### src/rtl/store_unit_pkg.sv
`default_nettype none
// ============================================================================
//  Module      : store_unit_pkg
//  Description : Shared types and helpers for the RV64I store path.
//                store_size_e : SB/SH/SW/SD encoding of funct3[1:0]
//                size_mask    : byte mask of the low (1<<size) bytes
//                crosses_dword: store at byte offset off spills past byte 7
//  Revision    : 1.0 - initial release
// ============================================================================
package store_unit_pkg;

    typedef enum logic [1:0] {
        SZ_B = 2'd0,
        SZ_H = 2'd1,
        SZ_W = 2'd2,
        SZ_D = 2'd3
    } store_size_e;

    // Byte mask covering the low 1<<size bytes of a dword.
    function automatic logic [7:0] size_mask(input store_size_e size);
        logic [7:0] mask;
        case (size)
            SZ_B:    mask = 8'h01;
            SZ_H:    mask = 8'h03;
            SZ_W:    mask = 8'h0F;
            default: mask = 8'hFF;
        endcase
        return mask;
    endfunction

    // True when off + nbytes exceeds 8, i.e. the access touches the next dword.
    function automatic logic crosses_dword(input logic [2:0] off, input store_size_e size);
        logic [3:0] end_byte;
        end_byte = {1'b0, off} + (4'd1 << size);
        return (end_byte > 4'd8);
    endfunction

endpackage
`default_nettype wire

### src/rtl/store_lane_align.sv
`default_nettype none
// ============================================================================
//  Module      : store_lane_align
//  Description : Combinational lane aligner. Places the low (1<<size) bytes
//                of data at byte offset off inside a 16-byte window and
//                produces the matching 16-bit strobe.
//  Ports       : off     in  3    byte offset inside the first dword
//                size    in  2    store size (store_size_e)
//                data    in  64   rs2 value
//                data128 out 128  aligned data, unused bytes zero
//                strb16  out 16   byte enables for data128
//  Revision    : 1.0 - initial release
// ============================================================================
module store_lane_align
    import store_unit_pkg::*;
(
    input  logic [2:0]   off,
    input  store_size_e  size,
    input  logic [63:0]  data,
    output logic [127:0] data128,
    output logic [15:0]  strb16
);

    logic [7:0]  mask;
    logic [63:0] byte_mask;
    logic [63:0] data_kept;

    assign mask = size_mask(size);

    generate
        for (genvar i = 0; i < 8; i++) begin : g_byte_mask
            assign byte_mask[8*i +: 8] = {8{mask[i]}};
        end
    endgenerate

    // Bytes above the store size are cleared so unused lanes stay zero.
    assign data_kept = data & byte_mask;
    assign data128   = {64'd0, data_kept} << {off, 3'b000};
    assign strb16    = {8'd0, mask} << off;

endmodule
`default_nettype wire

### src/rtl/store_unit.sv
`default_nettype none
// ============================================================================
//  Module      : store_unit
//  Description : Accepts one RV64I store (SB/SH/SW/SD) and drives it onto a
//                64-bit write port as lane-aligned data with byte strobes.
//                Stores crossing an 8-byte boundary are issued as two beats
//                (SPLIT_EN=1) or rejected with resp_err (SPLIT_EN=0).
//  Ports       : clk, rst                   clock / async active-high reset
//                req_valid/ready/addr/data/size   store request
//                mem_wvalid/wready/waddr/wdata/wstrb  memory write beat
//                resp_valid, resp_err       completion pulse and error flag
//  Revision    : 1.0 - initial release
// ============================================================================
module store_unit
    import store_unit_pkg::*;
#(
    parameter int unsigned DATA_WIDTH = 64,
    parameter int unsigned ADDR_WIDTH = 64,
    parameter bit          SPLIT_EN   = 1'b1
) (
    input  logic                  clk,
    input  logic                  rst,
    input  logic                  req_valid,
    output logic                  req_ready,
    input  logic [ADDR_WIDTH-1:0] req_addr,
    input  logic [DATA_WIDTH-1:0] req_data,
    input  logic [1:0]            req_size,
    output logic                  mem_wvalid,
    input  logic                  mem_wready,
    output logic [ADDR_WIDTH-1:0] mem_waddr,
    output logic [DATA_WIDTH-1:0] mem_wdata,
    output logic [7:0]            mem_wstrb,
    output logic                  resp_valid,
    output logic                  resp_err
);

    localparam logic [1:0] ST_IDLE  = 2'd0;
    localparam logic [1:0] ST_BEAT0 = 2'd1;
    localparam logic [1:0] ST_BEAT1 = 2'd2;
    localparam logic [1:0] ST_RESP  = 2'd3;

    logic [1:0]            state;
    logic [ADDR_WIDTH-1:0] addr_q;
    logic [DATA_WIDTH-1:0] data_q;
    store_size_e           size_q;
    logic                  err_q;

    logic                  req_cross;
    logic [ADDR_WIDTH-1:0] beat0_addr;
    logic [127:0]          data128;
    logic [15:0]           strb16;

    // Decided on the live request so a rejected store never reaches a beat state.
    assign req_cross  = crosses_dword(req_addr[2:0], store_size_e'(req_size));
    assign beat0_addr = {addr_q[ADDR_WIDTH-1:3], 3'b000};

    store_lane_align u_align (
        .off     (addr_q[2:0]),
        .size    (size_q),
        .data    (data_q),
        .data128 (data128),
        .strb16  (strb16)
    );

    always_ff @(posedge clk or posedge rst) begin
        if (rst) begin
            state  <= ST_IDLE;
            addr_q <= '0;
            data_q <= '0;
            size_q <= SZ_B;
            err_q  <= 1'b0;
        end else begin
            case (state)
                ST_IDLE: begin
                    if (req_valid) begin
                        addr_q <= req_addr;
                        data_q <= req_data;
                        size_q <= store_size_e'(req_size);
                        if (req_cross && !SPLIT_EN) begin
                            err_q <= 1'b1;
                            state <= ST_RESP;
                        end else begin
                            err_q <= 1'b0;
                            state <= ST_BEAT0;
                        end
                    end
                end
                ST_BEAT0: begin
                    if (mem_wready) begin
                        state <= (|strb16[15:8]) ? ST_BEAT1 : ST_RESP;
                    end
                end
                ST_BEAT1: begin
                    if (mem_wready) begin
                        state <= ST_RESP;
                    end
                end
                ST_RESP: state <= ST_IDLE;
                default: state <= ST_IDLE;
            endcase
        end
    end

    // Payload is a pure function of state and the latched request, so it is
    // inherently stable while a beat waits for mem_wready.
    always_comb begin
        req_ready  = (state == ST_IDLE);
        mem_wvalid = 1'b0;
        mem_waddr  = '0;
        mem_wdata  = '0;
        mem_wstrb  = '0;
        resp_valid = 1'b0;
        resp_err   = 1'b0;
        case (state)
            ST_BEAT0: begin
                mem_wvalid = 1'b1;
                mem_waddr  = beat0_addr;
                mem_wdata  = data128[63:0];
                mem_wstrb  = strb16[7:0];
            end
            ST_BEAT1: begin
                mem_wvalid = 1'b1;
                mem_waddr  = beat0_addr + ADDR_WIDTH'(8);
                mem_wdata  = data128[127:64];
                mem_wstrb  = strb16[15:8];
            end
            ST_RESP: begin
                resp_valid = 1'b1;
                resp_err   = err_q;
            end
            default: ;
        endcase
    end

endmodule
`default_nettype wire
### config.mk
export PLATFORM = sky130hd
export DESIGN_NAME = store_unit
export DESIGN_NICKNAME = d
export VERILOG_FILES = /design/src/rtl/store_unit_pkg.sv /design/src/rtl/store_lane_align.sv /design/src/rtl/store_unit.sv
export SDC_FILE = /design/constraint.sdc
export NUM_CORES = 1
export LEC_CHECK = 0
export ABC_AREA = 1
export BUFFER_PORTS_ARGS = -buffer_cell sky130_fd_sc_hd__buf_4
export CORE_MARGIN = 5
export CORE_UTILIZATION = 40
export CTS_BUF_LIST = sky130_fd_sc_hd__clkbuf_16
export CTS_CLUSTER_SIZE = 8
export DETAILED_ROUTE_END_ITERATION = 8
export GPL_ROUTABILITY_DRIVEN = 1
export GPL_TIMING_DRIVEN = 0
export PLACE_DENSITY = 0.73
export SYNTH_ARGS = -nofsm -noshare
export SYNTH_HDL_FRONTEND = slang
export SYNTH_SLANG_ARGS = --single-unit
### constraint.sdc
create_clock -name clk -period 4.3 [get_ports clk]
set_input_delay 0.43 -clock clk [delete_from_list [all_inputs] [get_ports clk]]
set_output_delay 0.43 -clock clk [all_outputs]
set_load 0.02 [all_outputs]
Word level (Yosys, flattened, before mapping)

Cells that the tools add are included.

Register bits: 132
Output and inout port bits: 140
Input port bits: 134

Muxes and demuxes: 11
$add $sub $neg: 1
Equality and inequality tests: 8
Shift operators: 2
Bitwise logic cells: 1
Reduce and logical (&&, ||, !) cells: 6

Operator list:

| kind                  | number |
|---|---|
| $pmux 64 s2           | 2 |
| $shl 64x6->128        | 1 |
| $add 64x4->64 const B | 1 |
| $and 64x64->64        | 1 |
| $pmux 8 s3            | 1 |
| $pmux 8 s2            | 1 |
| $shl 8x3->16          | 1 |
| $pmux 2 s4            | 1 |
| $reduce_or 8->1       | 1 |
| $eq 2x2->1 const B    | 3 |
| $mux 2                | 3 |
| $ne 2x2->1 const B    | 3 |
| $eq 2x1->1 const B    | 2 |
| $logic_not 2->1       | 2 |
| $mux 1                | 3 |
| $reduce_and 3->1      | 1 |
| $reduce_and 2->1      | 1 |
| $reduce_or 2->1       | 1 |

Logic depth before layout (Yosys ltp)

Gate-level depths: netlist (run 1).

Depth in word-level cells: 7
Gate-level depth with buffers: 11
Gate-level depth less buffers: 11

By module

Synthesis (run 1) repeated with hierarchy kept, for this count alone.

Cells, all modules: 2017
Area total of the unflattened synthesis: 12477.0 sq um

Modules (own cells, without submodules):

| module           | area each (sq um) | instances | cells each |
|---|---|---|---|
| store_unit       | 8987.4            | 1         | 1261 |
| store_lane_align | 3489.6            | 1         | 756 |

Least setup slack after synthesis (run 1)

No wires, ideal clock.

Kind: register to output
Start point: register state[0]
End point: output mem_waddr[10]
Data arrival time: 2.027 ns
Setup slack: 1.843 ns
Buffers on the path: 2
Data required time: 3.870 ns
Stages on the path, launching flop included: 7
Cells stage by stage: dfrtp_1 -> inv_1 -> ha_1 -> buf_2 -> nand2_1 -> clkbuf_1 -> o32ai_1

Word-level cells in the longest chain between the ends: 2
Elaborated cells on any way between the ends: 3

RTL lines:

| what                                            | RTL line          | text |
|---|---|---|
| start, declared                                 | store_unit.sv:42  | `logic [1:0] state;` |
| start signal, assigned                          | store_unit.sv:90  | `state <= (\|strb16[15:8]) ? ST_BEAT1 : ST_RESP;` |
| $eq 2x2->1 / $eq 2x1->1 (equally long branches) | store_unit.sv:114 | `case (state)` |
| $pmux 64 s2 (*)                                 | store_unit.sv:114 |  |
| end, declared                                   | store_unit.sv:30  | `output logic [ADDR_WIDTH-1:0] mem_waddr,` |

Every way passes the cells marked *; elsewhere a longest branch is shown, timed or not.

Worst setup path after layout (run 1)

Ends and elaborated chain as after synthesis.

==> summary.md, run 1 <==
| Metric | Value |
|---|---|
| Status | finished, final reports clean |
| Worst VDD drop | 443 uV |
| Share of flip-flops with an asynchronous set or reset | 1.00 |
| Vias per cell | 5.74 |
| # IOs | 274 |
| PortBufs | 269 |
| 1st-iter DRT viols | 1,346 |
| Worst Hold Class | input port to async pin |
| Area of the multi-input gates | 6970 um^2 |
| Synthesized area | 11,200 um^2 |
| Fraction of final layout cells sized beyond drive strength 1 | 0.203 |
| Iteration count of the initial detailed-routing pass | 6 |
| CTS HTree Levels | 4 |
| Pre-CTS WS | 0.887 ns |
| Total number of vias | 14,400 |
| Final Non-Filler Cells | 2,505 |
| Critical path class | register to primary output |
| Synth warn | 0 |
| Synth unique cells | 44 |
| Fill cells | 2,906 |
| Core Footprint | 27,700 um^2 |
| Clk_lat worst skew | 0.45 ns |
| CTS Root Cell | clkbuf_16 |
| Arr. time, crit path | 3.59 ns |
| Worst Tran Pin Value | 0.979 ns |
| Die width | 177 um |
| Hold Buf Count CTS | 0 |
| ANT nets after route | 0 |
| Die height | 177 um |
| Post-Syn Instances | 1,822 |
| Initial antenna violation count | 0 |
| Crit share post-route | 0.934 |
| CTS tree | done |
| Inst Count DP | 2,473 |
| Final min period | 4.02 ns |
| Drt total wl | 62.5 mm |
| Part of the Yosys area used for sequential elements | 0.295 |
| Ant diodes | 0 |
| Commonest non-fill, non-tap cell in the layout | nand2_1 |
| DRC viols | 0 |
| Slew headroom | 0.348 |
| Max-cap violations | 0 |
| Skew final | 0.00586 ns |
| Slew Viols, Final | 0 |
| Post CTS Setup Buffer Count | 0 |
| Avg Inst Size Synth | 6.14 um^2 |
| First-pass GRT wire length | 90.7 mm |
| Post-CTS sizing | 0 |
| Static Leak | 0.00702 uW |
| Startpoint Class | register |
| CTS clk-pin slew, worst paths | 0.07 ns |
| Largest net degree at the start of global routing | 82 |
| RSZ-0062 raised after global routing | no |
| FMAX | 249 MHz |
| Net count, final | 2,253 |
| Primary FF master, synth | dfrtp_1 |
| Crit-path max FO | 10 |
| Crit end category | primary output |
| Number of synthesized register bits | 132 |
| Vias in the first global route | 14,300 |
| GRT Util Overall | 0.393 |
| Post-DP HPWL | 49.6 mm |
| Final WS setup | 0.283 ns |
| Sink Count | 132 |
| Final Wtd Congestion | 1.09 |
| GR Overflow Total | 0 |
| Row count | 61 |
| Starting Density | 0.404 |
| Worst endpoint required time | 3.87 ns |
| Layout area overhead | 28.3% |
| Most frequent cells in the layout | nand2_1, nor2_1, buf_4 |
| Clock buffer count from CTS | 17 |
| Endpoints failing setup | 0 |
| Register area | 3300 um^2 |
| Maximum clock path buffer count | 2 |
| PD cells | 931 nW/um^2 |
| Post-synth EDFFs | 0 |
| Die area | 31,400 um^2 |
| Drt wl/cell | 25.0 um |
| Final Hold Viols | 0 |
==> critical path, cell delays in order (launching register included) <==
cell and delay (ns):
dfrtp_1 0.40, inv_1 0.11, ha_1 0.33, buf_2 0.25, nand2_1 0.16, clkbuf_1 0.62
clkbuf_1 0.74, o32ai_1 0.27, buf_4 0.24
==> area by class of cell <==
| cell class | instances | share of cell area |
|---|---|---|
| clock inverter | 15 | 0.0143 |
| timing repair buffer | 270 | 0.143 |
| multi-input combinational | 1458 | 0.486 |
| clock buffer | 17 | 0.0296 |
| buffer | 96 | 0.0281 |
| sequential | 132 | 0.230 |
| tap | 378 | 0.0329 |
| inverter | 139 | 0.0367 |
==> metal layers <==
| metal | routed length, um | global-route usage | vias up | share of wire |
|---|---|---|---|---|
| li1 | - | - | 6506 | - |
| met1 | 23000 | 0.449 | 6710 | 0.37 |
| met2 | 29300 | 0.655 | 909 | 0.47 |
| met3 | 4970 | 0.0728 | 249 | 0.079 |
| met4 | 5320 | 0.287 | 0 | 0.085 |
| met5 | 0 | 0 | - | 0 |
==> per-stage QoR <==
step	utilization	hold slack, ns	total power (uW)	setup TNS (ns)	area, um^2
after CTS	0.518	0.0361	13100	0	14400
after detailed placement	0.496	0.494	11400	0	13700
after global routing	0.518	0.0615	14000	0	14400
after floorplan	-	0.479	7540	0	11200
final	0.518	0.00715	13400	0	14400
after global placement	0.494	0.489	11400	-179.70	13700
==> where the power goes <==
group	internal [uW]	total (uW)	switching (uW)
sequential	1850	2490	642
clock	977	1660	686
combinational	2700	9220	6510
total	5530	13400	7840
==> final timing paths <==
kind                               from            end  slack, ns  cells after the start
min reg2reg                  data_q[17]     data_q[17]       0.51                      1
min in group clk           req_data[29]     data_q[29]       0.21                      2
max in group asynchronous           rst     addr_q[58]       3.47                      3
max                            state[0]  mem_waddr[10]       0.28                      8
max reg2reg                    state[0]      data_q[5]       1.41                      7
min                                 rst     data_q[51]      0.007                      2
==> flip-flops by register name, summed over array words and instances (netlist names) <==
name and cells:
addr_q 64, state 2, size_q 2, data_q 64
==> Yosys cell counts (6+ instances only) <==
| cell type | count | share of area |
|---|---|---|
| o21ai_1 | 21 | 0.0094 |
| buf_4 | 6 | 0.0040 |
| o211ai_1 | 31 | 0.021 |
| nor2_1 | 333 | 0.11 |
| mux2_2 | 62 | 0.062 |
| nand2_2 | 7 | 0.0039 |
| inv_1 | 125 | 0.042 |
| a21oi_1 | 118 | 0.053 |
| inv_2 | 10 | 0.0034 |
| o22ai_1 | 12 | 0.0067 |
| nand3_1 | 101 | 0.045 |
| nand2_1 | 554 | 0.19 |
| buf_1 | 9 | 0.0030 |
| buf_2 | 17 | 0.0076 |
| nor3_1 | 10 | 0.0045 |
| dfrtp_1 | 132 | 0.30 |
| nor2_2 | 8 | 0.0045 |
| o21ai_0 | 131 | 0.059 |
| clkbuf_1 | 64 | 0.021 |
| nand4_1 | 21 | 0.012 |
==> logic make-up after synthesis <==
| family | share of synthesized area |
|---|---|
| fa+ha+maj | 0.00559 |
| simple gates | 0.395 |
| other cells | 0.000335 |
| buf+inv | 0.0827 |
| compound gates | 0.159 |
| mux | 0.0624 |
| flops | 0.295 |
Power figures use the tool's default switching activity.
==> run 2: changes to the inputs <==
--- a/config.mk
+++ b/config.mk
@@ -15,6 +15,7 @@
 export GPL_ROUTABILITY_DRIVEN = 1
 export GPL_TIMING_DRIVEN = 0
 export PLACE_DENSITY = 0.73
+export SETUP_SLACK_MARGIN = 0.5
 export SYNTH_ARGS = -nofsm -noshare
 export SYNTH_HDL_FRONTEND = slang
 export SYNTH_SLANG_ARGS = --single-unit
==> summary.md, run 2 (same netlist as run 1, synthesis figures left out) <==
| Metric | Value |
|---|---|
| Worst Reg2Reg Path Length in Cells | 7 |
| WP depth | 9 |
| Slew headroom | 0.364 |
| Crit share post-route | 0.869 |
| Max-cap violations | 0 |
| PD cells | 923 nW/um^2 |
| Top Family by Delay on Critical Path | buffers and inverters |
| Commonest non-fill, non-tap cell in the layout | nand2_1 |
| Clock buffer count from CTS | 17 |
| Fraction of final layout cells sized beyond drive strength 1 | 0.204 |
| Util after Layout | 0.519 |
| Die area | 31,400 um^2 |
| GRT Util Overall | 0.388 |
| CP bufs+invs | 5 |
| Final Non-Filler Cells | 2,508 |
| CP cell instances | inv_1 > ha_1 > buf_2 > nand2_2 > clkinv_1 > clkbuf_1 > nand3_1 > a21oi_1 > buf_4 |
| Post-DP HPWL | 49.2 mm |
| Static Leak | 0.00705 uW |
| Hold Path Stages | 2 |
| Core Footprint | 27,700 um^2 |
| Largest regs | addr_q (64), data_q (64) |
| Initial antenna violation count | 0 |
| Critical path class | register to primary output |
| Largest net degree at the start of global routing | 44 |
| Final min period | 3.74 ns |
| Startpoint Class | register |
| Worst path max stage delay | 0.56 ns |
| Worst Hold Class | input port to register |
| FMAX | 268 MHz |
| Post-Route Setup TNS | 0 ns |
| Inst Count DP | 2,475 |
| Worst VDD drop | 421 uV |
| RSZ-0062 raised after global routing | no |
| DRC viols | 0 |
| Arr. time, crit path | 3.31 ns |
| Pwr Total | 13,300 uW |
| Vias per cell | 5.74 |
| Drt wl/cell | 24.7 um |
| Crit end category | primary output |
| Iteration count of the initial detailed-routing pass | 6 |
| CTS tree | done |
| Hold slack | 0.200 ns |
| Slew Viols, Final | 0 |
| Starting Density | 0.404 |
| # IOs | 274 |
| Drt total wl | 61.9 mm |
| Total number of vias | 14,400 |
| Worst endpoint required time | 3.87 ns |
| Net count, final | 2,256 |
| Die height | 177 um |
| Layout area overhead | 28.6% |
| Ant diodes | 0 |
| ANT nets after route | 0 |
| Final Hold Viols | 0 |
| Reg2Reg Setup Slack | 1.31 ns |
| CTS HTree Levels | 4 |
| Clk_lat worst skew | 0.46 ns |
| Endpoints failing setup | 0 |
| GR Overflow Total | 0 |
| First-pass GRT wire length | 89.7 mm |
| Die width | 177 um |
| Final Wtd Congestion | 1.09 |
| Row count | 61 |
| Maximum clock path buffer count | 2 |
| Status | finished, final reports clean |
| 1st-iter DRT viols | 1,430 |
| Most frequent cells in the layout | nand2_1, nor2_1, buf_4 |
| Skew final | 0.0123 ns |
| Worst Tran Pin Value | 0.954 ns |
| CTS clk-pin slew, worst paths | 0.07 ns |
| CTS Root Cell | clkbuf_16 |
| Crit-path max FO | 10 |
| PortBufs | 269 |
| Sink Count | 132 |
| Vias in the first global route | 14,500 |
| Slowest cell on crit path | clkbuf_1 |
run 2: metrics by stage:
stage | worst slack, ns | instance area, um^2
global route | 0.501 | 14400
floorplan | 1.84 | 11200
finish | 0.564 | 14400
detailed placement | 0.839 | 13800
CTS | 0.570 | 14400
global placement | 0.912 | 13700
run 2: area by class of cell:
| type | instances | area [um^2] |
|---|---|---|
| Fill cell | 2949 | 13300 |
| Multi-Input combinational cell | 1458 | 6970 |
| Sequential cell | 132 | 3300 |
| Timing Repair Buffer | 273 | 2090 |
| Inverter | 139 | 526 |
| Tap cell | 378 | 473 |
| Clock buffer | 17 | 425 |
| Buffer | 96 | 408 |
| Clock inverter | 15 | 191 |
run 2: path summary, 6_finish.rpt:
path,from,endpoint
min in group asynchronous,rst,data_q[11]
max in group asynchronous,rst,addr_q[59]
worst min register to register,data_q[61],data_q[61]
worst min-delay path,req_addr[16],addr_q[16]
worst max-delay path,state[0],mem_wdata[37]
worst max register to register,state[0],data_q[5]
run 2: metal layers:
layer  routed length [um]  track usage  up-vias
li1                     -            -     6498
met1                23100        0.447     6785
met2                28600        0.643      846
met3                 4640       0.0694      260
met4                 5560        0.294        0
met5                    0            0        -
run 2: what timing repair did:
item | CTS | global route
setup endpoints to repair | 7 | 11
buffers inserted | 0 | 0
endpoints found under the hold margin | 2 | 0
hold buffers | 1 | 0
gates resized for setup | 1 | 4
run 2: where the power goes:
part | internal (uW) | total [uW] | switching [uW]
registers | 1850 | 2500 | 649
clock network | 965 | 1630 | 662
logic | 2710 | 9160 | 6450
total | 5520 | 13300 | 7760
==> run 3: changes to the inputs <==
--- a/config.mk
+++ b/config.mk
@@ -14,7 +14,6 @@
 export DETAILED_ROUTE_END_ITERATION = 8
 export GPL_ROUTABILITY_DRIVEN = 1
 export GPL_TIMING_DRIVEN = 0
-export PLACE_DENSITY = 0.73
 export SETUP_SLACK_MARGIN = 0.5
 export SYNTH_ARGS = -nofsm -noshare
 export SYNTH_HDL_FRONTEND = slang
==> summary.md, run 3 (same netlist as run 1, synthesis figures left out) <==
| Metric | Value |
|---|---|
| First-pass GRT wire length | 88.3 mm |
| ANT nets after route | 0 |
| Final Wtd Congestion | 1.02 |
| Fraction of final layout cells sized beyond drive strength 1 | 0.205 |
| Final Hold Viols | 0 |
| CTS clk-pin slew, worst paths | 0.08 ns |
| Post-Route Setup TNS | 0 ns |
| Slew headroom | 0.346 |
| Iteration count of the initial detailed-routing pass | 8 |
| Critical hold path startpoint | req_data[50] |
| Area of the multi-input gates | 6970 um^2 |
| Die width | 177 um |
| Commonest non-fill, non-tap cell in the layout | nand2_1 |
| Skew final | 0.0203 ns |
| CTS tree | done |
| Row count | 61 |
| Static Leak | 0.00702 uW |
| Worst endpoint required time | 3.87 ns |
| CTS HTree Levels | 4 |
| Arr. time, crit path | 3.29 ns |
| GRT Util Overall | 0.382 |
| Worst Hold Class | input port to register |
| Starting Density | 0.404 |
| PortBufs | 269 |
| Sink Count | 132 |
| Total number of vias | 14,400 |
| Largest net degree at the start of global routing | 43 |
| CTS Root Cell | clkbuf_16 |
| Die area | 31,400 um^2 |
| Clock buffer count from CTS | 17 |
| Core Footprint | 27,700 um^2 |
| Fill cells | 2,892 |
| # IOs | 274 |
| Max-cap violations | 0 |
| Register area | 3300 um^2 |
| RSZ-0062 raised after global routing | no |
| GR Overflow Total | 0 |
| FF-to-FF End | addr_q[40] |
| Largest regs | addr_q (64), data_q (64) |
| Status | finished, final reports clean |
| Critical path class | register to primary output |
| Final min period | 3.72 ns |
| Vias per cell | 5.74 |
| Maximum clock path buffer count | 2 |
| PD cells | 914 nW/um^2 |
| Clk_lat worst skew | 0.46 ns |
| DR WL met3 | 5.12 mm |
| Startpoint Class | register |
| Crit end category | primary output |
| Final Cell Area | 14,300 um^2 |
| Worst VDD drop | 391 uV |
| Die height | 177 um |
| FF-to-FF Start | state[0] |
| Worst Tran Pin Value | 0.981 ns |
| Initial antenna violation count | 0 |
| Drt wl/cell | 24.4 um |
| Area after DPL | 13,800 um^2 |
| Reg2Reg Setup Slack | 1.14 ns |
| DRC viols | 0 |
| Worst Reg2Reg Path Length in Cells | 7 |
| Crit share post-route | 0.864 |
| WHS Endpoint | data_q[50] |
| Net count, final | 2,256 |
| Post-DP HPWL | 48.1 mm |
| Highest routed layer | met4 |
| Drt total wl | 61.1 mm |
| Layout area overhead | 28.0% |
| Endpoints failing setup | 0 |
| Hold Path Stages | 2 |
| FMAX | 269 MHz |
| Met1 Routed Length | 22.3 mm |
| Ant diodes | 0 |
| 1st-iter DRT viols | 1,478 |
| Met2 wire len | 28.8 mm |
| Most frequent cells in the layout | nand2_1, nor2_1, buf_4 |
| Slew Viols, Final | 0 |
| Pwr Total | 13,100 uW |
| Crit-path max FO | 10 |
| Vias in the first global route | 14,000 |
## run 3: cell types whose count changed in the layout (fill, tap and decap cells not counted)
cell,delta
inv_6,+4
bufinv_16,-3
clkbuf_1,-2
clkbuf_2,+2
clkinv_4,-2
inv_1,-2
clkinv_2,+1
inv_8,+1
## run 3: routing by layer
metal  vias to the layer above  GRT usage
met5                         -          0
met4                         0      0.251
met3                       227     0.0615
met2                       937      0.647
met1                      6717      0.448
li1                       6511          -
## run 3: timing repair
action	in CTS	in global routing
resized for setup	1	9
endpoints found under the setup margin	10	6
pin swaps	0	0
setup buffers	0	0
endpoints found under the hold margin	14	0
hold buffers	1	0
## run 3: metrics by stage
stage                     setup slack [ns]  instances   util  hold slack (ns)
after detailed placement             0.717       2475  0.497            0.457
after CTS                            0.525       2507  0.517            0.194
final                                0.584       2507  0.517            0.194
after global placement               0.707       2472  0.494            0.489
after floorplan                       1.84       1825      -            0.479
after global routing                 0.540       2507  0.517            0.193
## run 3: how the worst max path moves through the flow
stage / end / start
floorplan: mem_waddr[10] / state[0]
global placement: mem_waddr[10] / state[0]
detailed placement: mem_waddr[10] / state[0]
CTS: mem_wdata[57] / state[1]
global route: mem_wdata[6] / state[0]
finish: mem_wdata[35] / state[1]
## run 3: report_power, final
| group | switching [uW] | internal (uW) | leakage, uW |
|---|---|---|---|
| combinational | 6420 | 2710 | 0.00527 |
| sequential | 635 | 1850 | 0.00148 |
| clock | 685 | 799 | 0.000270 |
## run 3: worst max-delay path, stage by stage (launching register included)
cell and delay [ns]:
dfrtp_1 0.44, inv_1 0.10, ha_1 0.24, inv_1 0.12, nor2_2 0.42, inv_1 0.17, clkbuf_1 0.46, nand2_1 0.19
o21ai_0 0.09, a21oi_1 0.35, buf_4 0.22
## run 3: cell type report
| type | count | area share |
|---|---|---|
| multi-input combinational | 1458 | 0.487 |
| sequential | 132 | 0.231 |
| timing repair buffer | 273 | 0.146 |
| inverter | 139 | 0.0367 |
| tap | 378 | 0.0330 |
| clock buffer | 17 | 0.0297 |
| buffer | 96 | 0.0286 |
| clock inverter | 14 | 0.00891 |
